--- src/rtl/boot_loader_fsm.sv ---
// Byte-stream program loader: frames SYNC/LEN/data words into the CPU's external memory port
// and holds the CPU in reset until the image is written. Optional checksum: LOADER_CHECKSUM_EN.
module boot_loader_fsm #(
    parameter logic [31:0] ADDR_BASE      = 32'h0000_0000,
    parameter int          MAX_WORDS      = 64,
    parameter int          TIMEOUT_CYCLES = 1024,
    parameter logic [7:0]  SYNC_BYTE      = 8'hA5
) (
    input  logic        clk,
    input  logic        reset,
    input  logic        rx_valid,
    input  logic [7:0]  rx_data,
    output logic        rx_ready,
    output logic        cpu_reset,
    output logic        Ext_MemWrite,
    output logic [31:0] Ext_WriteData,
    output logic [31:0] Ext_DataAdr,
    output logic [15:0] words_loaded,
    output logic        done,
    output logic        err
);

    localparam logic [2:0] S_IDLE  = 3'd0;
    localparam logic [2:0] S_LEN0  = 3'd1;
    localparam logic [2:0] S_LEN1  = 3'd2;
    localparam logic [2:0] S_DATA  = 3'd3;
    localparam logic [2:0] S_WRITE = 3'd4;
    localparam logic [2:0] S_DONE  = 3'd6;
    localparam logic [2:0] S_ERROR = 3'd7;
`ifdef LOADER_CHECKSUM_EN
    localparam logic [2:0] S_CSUM  = 3'd5;
    localparam logic [2:0] S_FIN   = S_CSUM;
`else
    localparam logic [2:0] S_FIN   = S_DONE;
`endif

    localparam int             TW       = $clog2(TIMEOUT_CYCLES + 1);
    localparam logic [TW-1:0]  TMO_LAST = TW'(TIMEOUT_CYCLES - 1);
    localparam logic [15:0]    MAX_N    = 16'(MAX_WORDS);

`ifdef LOADER_CHECKSUM_EN
    // Running modulo-256 sum of the data bytes of a frame.
    function automatic logic [7:0] f_csum_add(input logic [7:0] sum, input logic [7:0] data);
        f_csum_add = sum + data;
    endfunction
`endif

    logic [2:0]    r_state;
    logic [2:0]    w_state_nxt;
    logic          r_rx_ready;
    logic          r_cpu_rst;
    logic          r_done;
    logic          r_err;
    logic          r_we;
    logic [31:0]   r_wdata;
    logic [31:0]   r_adr;
    logic [15:0]   r_len;
    logic [15:0]   r_words;
    logic [1:0]    r_byte_idx;
    logic [23:0]   r_word;
    logic [TW-1:0] r_tmo;
`ifdef LOADER_CHECKSUM_EN
    logic [7:0]    r_csum;
`endif

    logic          w_accept;
    logic          w_sync;
    logic [15:0]   w_len_full;
    logic          w_tmo_active;
    logic          w_tmo_hit;
    logic          w_word_done;

    assign w_accept    = rx_valid & r_rx_ready;
    assign w_sync      = w_accept & (rx_data == SYNC_BYTE);
    assign w_len_full  = {rx_data, r_len[7:0]};
    assign w_word_done = (r_state == S_DATA) & w_accept & (r_byte_idx == 2'd3);
    assign w_tmo_hit   = w_tmo_active & ~w_accept & (r_tmo == TMO_LAST);

    // Timeout is armed only while a frame is in progress and a byte is awaited.
    always_comb begin
        w_tmo_active = 1'b0;
        case (r_state)
            S_LEN0, S_LEN1, S_DATA: w_tmo_active = 1'b1;
`ifdef LOADER_CHECKSUM_EN
            S_CSUM:                 w_tmo_active = 1'b1;
`endif
            default:                w_tmo_active = 1'b0;
        endcase
    end

    // Next-state logic.
    always_comb begin
        w_state_nxt = r_state;
        case (r_state)
            S_IDLE, S_DONE, S_ERROR: begin
                if (w_sync) begin
                    w_state_nxt = S_LEN0;
                end else begin
                    w_state_nxt = r_state;
                end
            end
            S_LEN0: begin
                if (w_tmo_hit) begin
                    w_state_nxt = S_ERROR;
                end else if (w_accept) begin
                    w_state_nxt = S_LEN1;
                end else begin
                    w_state_nxt = r_state;
                end
            end
            S_LEN1: begin
                if (w_tmo_hit) begin
                    w_state_nxt = S_ERROR;
                end else if (w_accept) begin
                    if (w_len_full == 16'd0) begin
                        w_state_nxt = S_FIN;
                    end else if (w_len_full > MAX_N) begin
                        w_state_nxt = S_ERROR;
                    end else begin
                        w_state_nxt = S_DATA;
                    end
                end else begin
                    w_state_nxt = r_state;
                end
            end
            S_DATA: begin
                if (w_tmo_hit) begin
                    w_state_nxt = S_ERROR;
                end else if (w_word_done) begin
                    w_state_nxt = S_WRITE;
                end else begin
                    w_state_nxt = r_state;
                end
            end
            S_WRITE: begin
                if ((r_words + 16'd1) == r_len) begin
                    w_state_nxt = S_FIN;
                end else begin
                    w_state_nxt = S_DATA;
                end
            end
`ifdef LOADER_CHECKSUM_EN
            S_CSUM: begin
                if (w_tmo_hit) begin
                    w_state_nxt = S_ERROR;
                end else if (w_accept) begin
                    if (rx_data == r_csum) begin
                        w_state_nxt = S_DONE;
                    end else begin
                        w_state_nxt = S_ERROR;
                    end
                end else begin
                    w_state_nxt = r_state;
                end
            end
`endif
            default: w_state_nxt = S_IDLE;
        endcase
    end

    // State register and status outputs, all registered from the next state.
    always_ff @(posedge clk or negedge reset) begin
        if (!reset) begin
            r_state    <= S_IDLE;
            r_rx_ready <= 1'b0;
            r_cpu_rst  <= 1'b1;
            r_done     <= 1'b0;
            r_err      <= 1'b0;
        end else begin
            r_state    <= w_state_nxt;
            r_rx_ready <= (w_state_nxt != S_WRITE);
            r_cpu_rst  <= (w_state_nxt != S_DONE);
            r_done     <= (w_state_nxt == S_DONE);
            r_err      <= (w_state_nxt == S_ERROR);
        end
    end

    // Idle-cycle counter, restarted by every accepted byte and every state change.
    always_ff @(posedge clk or negedge reset) begin
        if (!reset) begin
            r_tmo <= '0;
        end else if (w_accept || (w_state_nxt != r_state)) begin
            r_tmo <= '0;
        end else if (w_tmo_active) begin
            r_tmo <= r_tmo + TW'(1);
        end else begin
            r_tmo <= '0;
        end
    end

    // Frame bookkeeping: length, byte lane, partial word and word count.
    always_ff @(posedge clk or negedge reset) begin
        if (!reset) begin
            r_len      <= 16'd0;
            r_words    <= 16'd0;
            r_byte_idx <= 2'd0;
            r_word     <= 24'd0;
        end else begin
            case (r_state)
                S_IDLE, S_DONE, S_ERROR: begin
                    if (w_sync) begin
                        r_words <= 16'd0;
                    end
                end
                S_LEN0: begin
                    if (w_accept) begin
                        r_len[7:0] <= rx_data;
                    end
                end
                S_LEN1: begin
                    if (w_accept) begin
                        r_len[15:8] <= rx_data;
                        r_byte_idx  <= 2'd0;
                    end
                end
                S_DATA: begin
                    if (w_accept) begin
                        r_byte_idx <= r_byte_idx + 2'd1;
                        case (r_byte_idx)
                            2'd0:    r_word[7:0]   <= rx_data;
                            2'd1:    r_word[15:8]  <= rx_data;
                            2'd2:    r_word[23:16] <= rx_data;
                            default: r_word        <= r_word;
                        endcase
                    end
                end
                S_WRITE: r_words <= r_words + 16'd1;
                default: r_words <= r_words;
            endcase
        end
    end

`ifdef LOADER_CHECKSUM_EN
    // Checksum accumulator over the data bytes, restarted by SYNC.
    always_ff @(posedge clk or negedge reset) begin
        if (!reset) begin
            r_csum <= 8'd0;
        end else if (w_sync && ((r_state == S_IDLE) || (r_state == S_DONE) || (r_state == S_ERROR))) begin
            r_csum <= 8'd0;
        end else if ((r_state == S_DATA) && w_accept) begin
            r_csum <= f_csum_add(r_csum, rx_data);
        end
    end
`endif

    // Memory port: strobe is high for exactly the WRITE cycle; data/address hold otherwise.
    always_ff @(posedge clk or negedge reset) begin
        if (!reset) begin
            r_we    <= 1'b0;
            r_wdata <= 32'd0;
            r_adr   <= ADDR_BASE;
        end else begin
            r_we <= (w_state_nxt == S_WRITE);
            if (w_word_done) begin
                r_wdata <= {rx_data, r_word};
                r_adr   <= ADDR_BASE + {14'd0, r_words, 2'b00};
            end else if ((r_state == S_LEN1) && (w_state_nxt == S_DATA)) begin
                r_adr <= ADDR_BASE;
            end
        end
    end

    assign rx_ready      = r_rx_ready;
    assign cpu_reset     = r_cpu_rst;
    assign Ext_MemWrite  = r_we;
    assign Ext_WriteData = r_wdata;
    assign Ext_DataAdr   = r_adr;
    assign words_loaded  = r_words;
    assign done          = r_done;
    assign err           = r_err;

endmodule

--- config.mk ---
export PLATFORM = sky130hd
export DESIGN_NAME = boot_loader_fsm
export DESIGN_NICKNAME = d
export VERILOG_FILES = /design/src/rtl/boot_loader_fsm.sv
export SDC_FILE = /design/constraint.sdc
export NUM_CORES = 1
export LEC_CHECK = 0
export CAP_MARGIN = 15
export CORE_MARGIN = 2
export CORE_UTILIZATION = 58
export DETAILED_ROUTE_END_ITERATION = 7
export PLACE_DENSITY = 0.86
export SLEW_MARGIN = 30
export SYNTH_ARGS = -nofsm -noshare
export SYNTH_HDL_FRONTEND = slang
export SYNTH_SLANG_ARGS = --single-unit
--- constraint.sdc ---
create_clock -name clk -period 7.7 [get_ports clk]
set_clock_uncertainty 0.05 [all_clocks]
set_input_delay 1.925 -clock clk [delete_from_list [all_inputs] [get_ports clk]]
set_output_delay 1.925 -clock clk [all_outputs]
set_load 0.02 [all_outputs]
* Word-level counts from Yosys, hierarchy flattened
Cells that the tools add are included.
** Word-level totals
- Bits in registers :: 141
- Input bits :: 11
- Output and inout port bits :: 85
- Logic and storage cells :: 87
** Cells by class
- Add/subtract/negate cells :: 3
- Order comparisons :: 1
- Equal/unequal tests :: 22
- Muxes and demuxes :: 21
- Bitwise logic cells :: 7
- Reduce and logical (&&, ||, !) cells :: 17
** Operators with widths (count)
- $mux W32 :: 2
- $pmux W16 S2 :: 1
- $mux W3 :: 10
- $mux W11 :: 2
- $eq A3 B3 Y1 const B :: 6
- $add A16 B1 Y16 const B :: 1
- $eq A16 B16 Y1 :: 1
- $gt A16 B7 Y1 const B :: 1
- $logic_not A16 Y1 :: 1
- $mux W16 :: 1
- $pmux W3 S5 :: 1
- $reduce_and A3 Y1 :: 4
- $add A11 B1 Y11 const B :: 1
- $eq A11 B10 Y1 const B :: 1
- $eq A3 B2 Y1 const B :: 3
- $eq A8 B8 Y1 const B :: 1
- $and A1 B1 Y1 :: 6
- $ne A2 B2 Y1 const B :: 3
- $ne A3 B3 Y1 const B :: 2
- $reduce_and A2 Y1 :: 3
- $reduce_bool A2 Y1 :: 3
- $reduce_or A3 Y1 :: 2
- $eq A2 B2 Y1 const B :: 2
- $mux W2 :: 2
- 11 further kinds :: 11

* Longest topological paths before layout
- Word-level depth :: 11
- Mapped depth :: 8
- Mapped depth without buffers :: 8

* Worst setup path before layout
Ideal clock, no wire load.
- Path kind :: in2reg
- Start point :: input rx_data[1]
- End point :: register r_adr[10] (netlist: Ext_DataAdr[10])
- Library setup time :: 0.133 ns
- Arrival time :: 4.196 ns
- Data required time :: 7.517 ns
- Slack :: 3.321 ns
- Stages :: 8
- Path buffers :: 1
- Path through :: or4_1 > nor3_1 > nand3b_1 > nand2_1 > nor3b_1 > nor3b_1 > clkbuf_1 > o21ai_0
** Between the ends
- Word-level cells in the longest chain between the ends :: 9
- Elaborated cells on any way between the ends :: 13
- Classes of those cells :: 1 x order compare; 2 x eq/ne; 6 x mux; 1 x bitwise; 3 x reduce/logical
** Ends and longest elaborated chain
- from (decl) :: RTL line 12 : input logic [7:0] rx_data,
- $gt A16 B7 Y1 :: RTL line 117 : end else if (w_len_full > MAX_N) begin
- $mux W3 :: RTL line 117
- $mux W3 :: RTL line 115 : if (w_len_full == 16'd0) begin
- $mux W3 :: RTL line 114 : end else if (w_accept) begin
- $mux W3 :: RTL line 112 : if (w_tmo_hit) begin
- $pmux W3 S5 (*) :: RTL line 94 : case (r_state)
- $eq A3 B2 Y1 (*) :: RTL line 257 : end else if ((r_state == S_LEN1) && (w_state_nxt == S_DATA)) begin
- $logic_and A1 B1 Y1 (*) :: RTL line 257
- $reduce_bool A2 Y1 (no line) (*)
- to (signal assigned) :: RTL line 256 : r_adr <= ADDR_BASE + {14'd0, r_words, 2'b00};
- to (decl) :: RTL line 56 : logic [31:0] r_adr;
Mark *: on every way between the ends. The rest lies on a longest branch, timed or not.
A chain may end at the register's enable or synchronous reset.

* Final worst setup path
- Start point :: input rx_data[1]
- End point :: register r_adr[7] (netlist: Ext_DataAdr[7])
Same word-level chain as after synthesis.

==> metrics.md <==
| Metric | Value |
|---|---|
| Outcome | `completed` |
| Per-instance average area after synthesis | `slightly below 10 sq um` |
| Warning count from the yosys run | `0` |
| Max FO, Critical Path | `16` |
| Worst Setup End Kind | `register` |
| Arrival time worst endpoint | `about 5.1 ns` |
| Number of register bits inferred by synthesis | `about 130` |
| DRC violations left | `0` |
| # fillers | `654` |
| Slew headroom | `53.7%` |
| Pin count of the biggest net entering global routing | `77` |
| GRT Resource Usage Total | `28.2%` |
| Via/cell ratio | `just under 6` |
| Total standard cell area after synthesis | `~0.0058 sq mm` |
| Met2 Use GR | `between 40 and 50%` |
| Most frequent standard cell in the layout excluding fill and tap cells | `sky130_fd_sc_hd__nand2_1` |
| Starting density of the core | `about three fifths` |
| Final Total Pwr | `~0.0030 W` |
| Quantity of I/O buffers inserted on ports | `79` |
| Inserted Clock Buffers | `17` |
| Post-CTS Resized | `0` |
| Placed wire-length estimate | `9130 microns` |
| LEAKAGE | `about 3.3 nW` |
| Fraction of met1 tracks used by global routing | `35.0%` |
| Buffer cell driving the clock tree root | `sky130_fd_sc_hd__clkbuf_8` |
| Ant diodes | `0` |
| Hold WC Path Type | `register to register` |
| Number of global-route vias before repair | `between 4,000 and 5,000` |
| Timing startpoint of the critical path | `rx_data[1]` |
| Chip height | `about 100 microns` |
| Area growth, synth to finish | `24.3%` |
| Setup TNS after final layout | `0 ns` |
| Global-route wire length before repair | `about 24,000 microns` |
| Count of boundary I/O pins | `96` |
| Clock tree from TritonCTS | `built` |
| CTS HTree Levels | `4` |
| Maximum ir drop on the vdd rail | `0.228 mV` |
| Flip-flop cell with the highest count after synthesis | `sky130_fd_sc_hd__dfrtp_1` |
| Number of enable flip-flop cells after synthesis | `0` |
| Total non-filler cell area in the finished layout | `0.00722 sq mm` |
| Critical path class | `input pin to register` |
| Source of the worst hold timing path | `r_word[16]` |
| Gpl congestion | `about 0.94` |
| Share of async-settable or async-resettable flops after synthesis | `between 90% and 100%` |
| Fin crit period | `about 4.8 ns` |
| Share of synthesized area occupied by flip-flops and latches | `a little over half` |
| Total area of multi-input combinational cells | `0.00248 sq mm` |
| Crit path to | `Ext_DataAdr[7]` |
| Tightest Pin Transition | `between 0.6 and 0.7 ns` |
| Ratio of cells with drive above 1 in the final layout | `between 10% and 20%` |
| Count of cell types in the netlist | `between 40 and 50` |
| Seq. cell area | `0.00313 sq mm` |
| RSZ-0062 raised after global routing | `false` |
| Post-route ant nets | `0` |
| Critical path cell sequence | `clkdlybuf4s50_1, or4_1, nor3_1, nand3b_1, nand2_1, nor3b_1, nor3b_1, buf_4, o21ai_0` |
| Core Region | `0.00973 sq mm` |
| Power density relative to cell area | `between 400 and 500 mW/mm^2` |
| Chip width | `104 microns` |
| Later-pin clock latency in the skew report | `0.52 ns` |
| Number of setup violations in the final report | `0` |
| Clock tree sinks | `about 130` |
| Maximum capacitance violations | `0` |
| First-pass detailed-route iteration total | `4` |
| Required time of the critical path | `around 8.0 ns` |
| Crit path largest cell delay | `0.61 ns` |
| Detailed-route wire length per cell | `about 18 microns` |
| Setup slack on the worst flop-to-flop path | `between 4 and 5 ns` |
| Vias post-DR | `between 4,000 and 5,000` |
| Critical Path Most Common Cell | `sky130_fd_sc_hd__nor3b_1` |
| CTS Hold Bufs | `0` |
| Timing-limited maximum frequency | `about 0.21 GHz` |
| Area of the die | `0.0108 sq mm` |
| Post-placement cell area | `roughly 0.0066 sq mm` |
| Number of antenna violations at the first check in global routing | `0` |
| Most Crowded Layer GR | `met2` |
| End of the worst register-to-register path | `cpu_reset` |
| CTS clock-pin slew for the worst setup and hold paths | `0.06 ns` |
| Leading cell types in the layout, fill and taps excluded | `sky130_fd_sc_hd__nand2_1, sky130_fd_sc_hd__dfrtp_1, sky130_fd_sc_hd__clkdlybuf4s50_1, sky130_fd_sc_hd__mux2_2` |
| Total global routing overflow | `0` |
| Slowest cell on the critical path | `sky130_fd_sc_hd__or4_1` |
| Startpoint class of the critical path | `input pin` |
| Cell count after synthesis | `slightly below 600` |
| Nets@finish | `between 600 and 700` |
| Final wirelength | `about 15,000 microns` |
| DRT iter0 DRCs | `about 380` |
| Number of core rows | `36` |
| Max Buffers Root-to-Sink | `2` |
| Buffers inserted during post-CTS setup optimization | `0` |
| Grt met3 use | `approximately 5.7%` |
| Worst r2r src | `words_loaded[0]` |
| Max-slew violation count | `0` |
| Hold violation count in the final report | `0` |
| Final cycle utilization of the critical path | `around 62%` |
| Number of cells on the worst reg-to-reg path | `8` |
-- Yosys cell counts (3+ instances only) --
| master | instances | area share [%] |
|---|---|---|
| sky130_fd_sc_hd__a31oi_1 | 4 | 0.43 |
| sky130_fd_sc_hd__mux2_2 | 40 | 7.8 |
| sky130_fd_sc_hd__nand2b_1 | 3 | 0.32 |
| sky130_fd_sc_hd__mux2i_1 | 7 | 1.2 |
| sky130_fd_sc_hd__nand3_1 | 17 | 1.5 |
| sky130_fd_sc_hd__nand4_1 | 4 | 0.43 |
| sky130_fd_sc_hd__buf_4 | 17 | 2.2 |
| sky130_fd_sc_hd__or3_1 | 3 | 0.32 |
| sky130_fd_sc_hd__dfrtp_1 | 124 | 53 |
| sky130_fd_sc_hd__nor4_1 | 3 | 0.32 |
| sky130_fd_sc_hd__nor2_1 | 39 | 2.5 |
| sky130_fd_sc_hd__or4_4 | 3 | 0.58 |
| sky130_fd_sc_hd__ha_1 | 6 | 1.3 |
| sky130_fd_sc_hd__buf_2 | 4 | 0.34 |
| sky130_fd_sc_hd__o31ai_1 | 5 | 0.65 |
| sky130_fd_sc_hd__xnor2_1 | 17 | 2.6 |
| sky130_fd_sc_hd__o21ai_0 | 39 | 3.4 |
| sky130_fd_sc_hd__and4_1 | 3 | 0.45 |
| sky130_fd_sc_hd__and3_1 | 4 | 0.43 |
| sky130_fd_sc_hd__nor3_1 | 9 | 0.78 |
| sky130_fd_sc_hd__clkbuf_1 | 21 | 1.4 |
| sky130_fd_sc_hd__a21oi_1 | 8 | 0.69 |
| sky130_fd_sc_hd__xor2_1 | 14 | 2.1 |
| sky130_fd_sc_hd__nand2_1 | 158 | 10 |
| sky130_fd_sc_hd__inv_1 | 7 | 0.45 |
-- layer usage --
layer  wire, microns  share of wire, %  vias to the layer above
li1                -                 -                     2111
met1            5780                39                     2317
met2            7340                50                      242
met3             969               6.6                       61
met4             577               3.9                        0
met5               0                 0                        -
-- power breakdown --
group | switching [W] | total, W | internal [W]
Sequential | 0.000285 | 0.00118 | 0.000893
Clock | 0.000291 | 0.000798 | 0.000507
Combinational | 0.000516 | 0.00100 | 0.000487
-- cell families after synthesis --
logic type	after synthesis	synth area share, %
AND/OR/NAND/NOR	260	19.7
flip-flops	125	53.9
AO/OA/AOI/OAI	69	7.02
buffers and inverters	50	4.44
multiplexers	47	8.96
XOR/XNOR	31	4.67
adder cells (fa/ha/maj)	6	1.29
other	1	0.0645
-- state kept, by name, indices dropped and copies added (netlist names) --
signal	count
Ext_WriteData	32
r_word	24
Ext_DataAdr	16
r_len	16
words_loaded	16
r_tmo	11
r_state	3
r_byte_idx	2
Ext_MemWrite	1
cpu_reset	1
done	1
err	1
rx_ready	1
-- cell type report --
| class | instances | area share, % |
|---|---|---|
| sequential | 125 | 43.3 |
| multi-input combinational | 429 | 34.4 |
| timing repair buffer | 84 | 11.5 |
| clock buffer | 20 | 6.17 |
| tap | 133 | 2.30 |
| clock inverter | 10 | 1.96 |
| inverter | 7 | 0.364 |
-- stage by stage --
| step | hold slack (ns) | utilization [%] | setup WS, ns | std cells |
|---|---|---|---|---|
| floorplan | 0.383 | - | 3.32 | 604 |
| global placement | 0.391 | 68.1 | 2.92 | 778 |
| detailed placement | 0.406 | 68.1 | 2.65 | 778 |
| CTS | 0.421 | 74.2 | 3.04 | 808 |
| global route | 0.449 | 74.2 | 2.73 | 808 |
| finish | 0.415 | 74.2 | 2.95 | 808 |
-- how the worst min path moves through the flow --
stage / end / slack [ns] / cells after the start
floorplan: Ext_WriteData[0] / 0.38 / 2
global placement: Ext_WriteData[7] / 0.39 / 2
detailed placement: Ext_WriteData[21] / 0.41 / 2
CTS: Ext_WriteData[16] / 0.42 / 2
global route: Ext_WriteData[7] / 0.45 / 2
finish: Ext_WriteData[16] / 0.41 / 2
-- critical path, delay by kind of cell --
family          cells  cell delay, ns
simple gates        6            2.21
buf+inv             2            0.80
compound gates      1            0.14
Power figures use the tool's default switching activity.
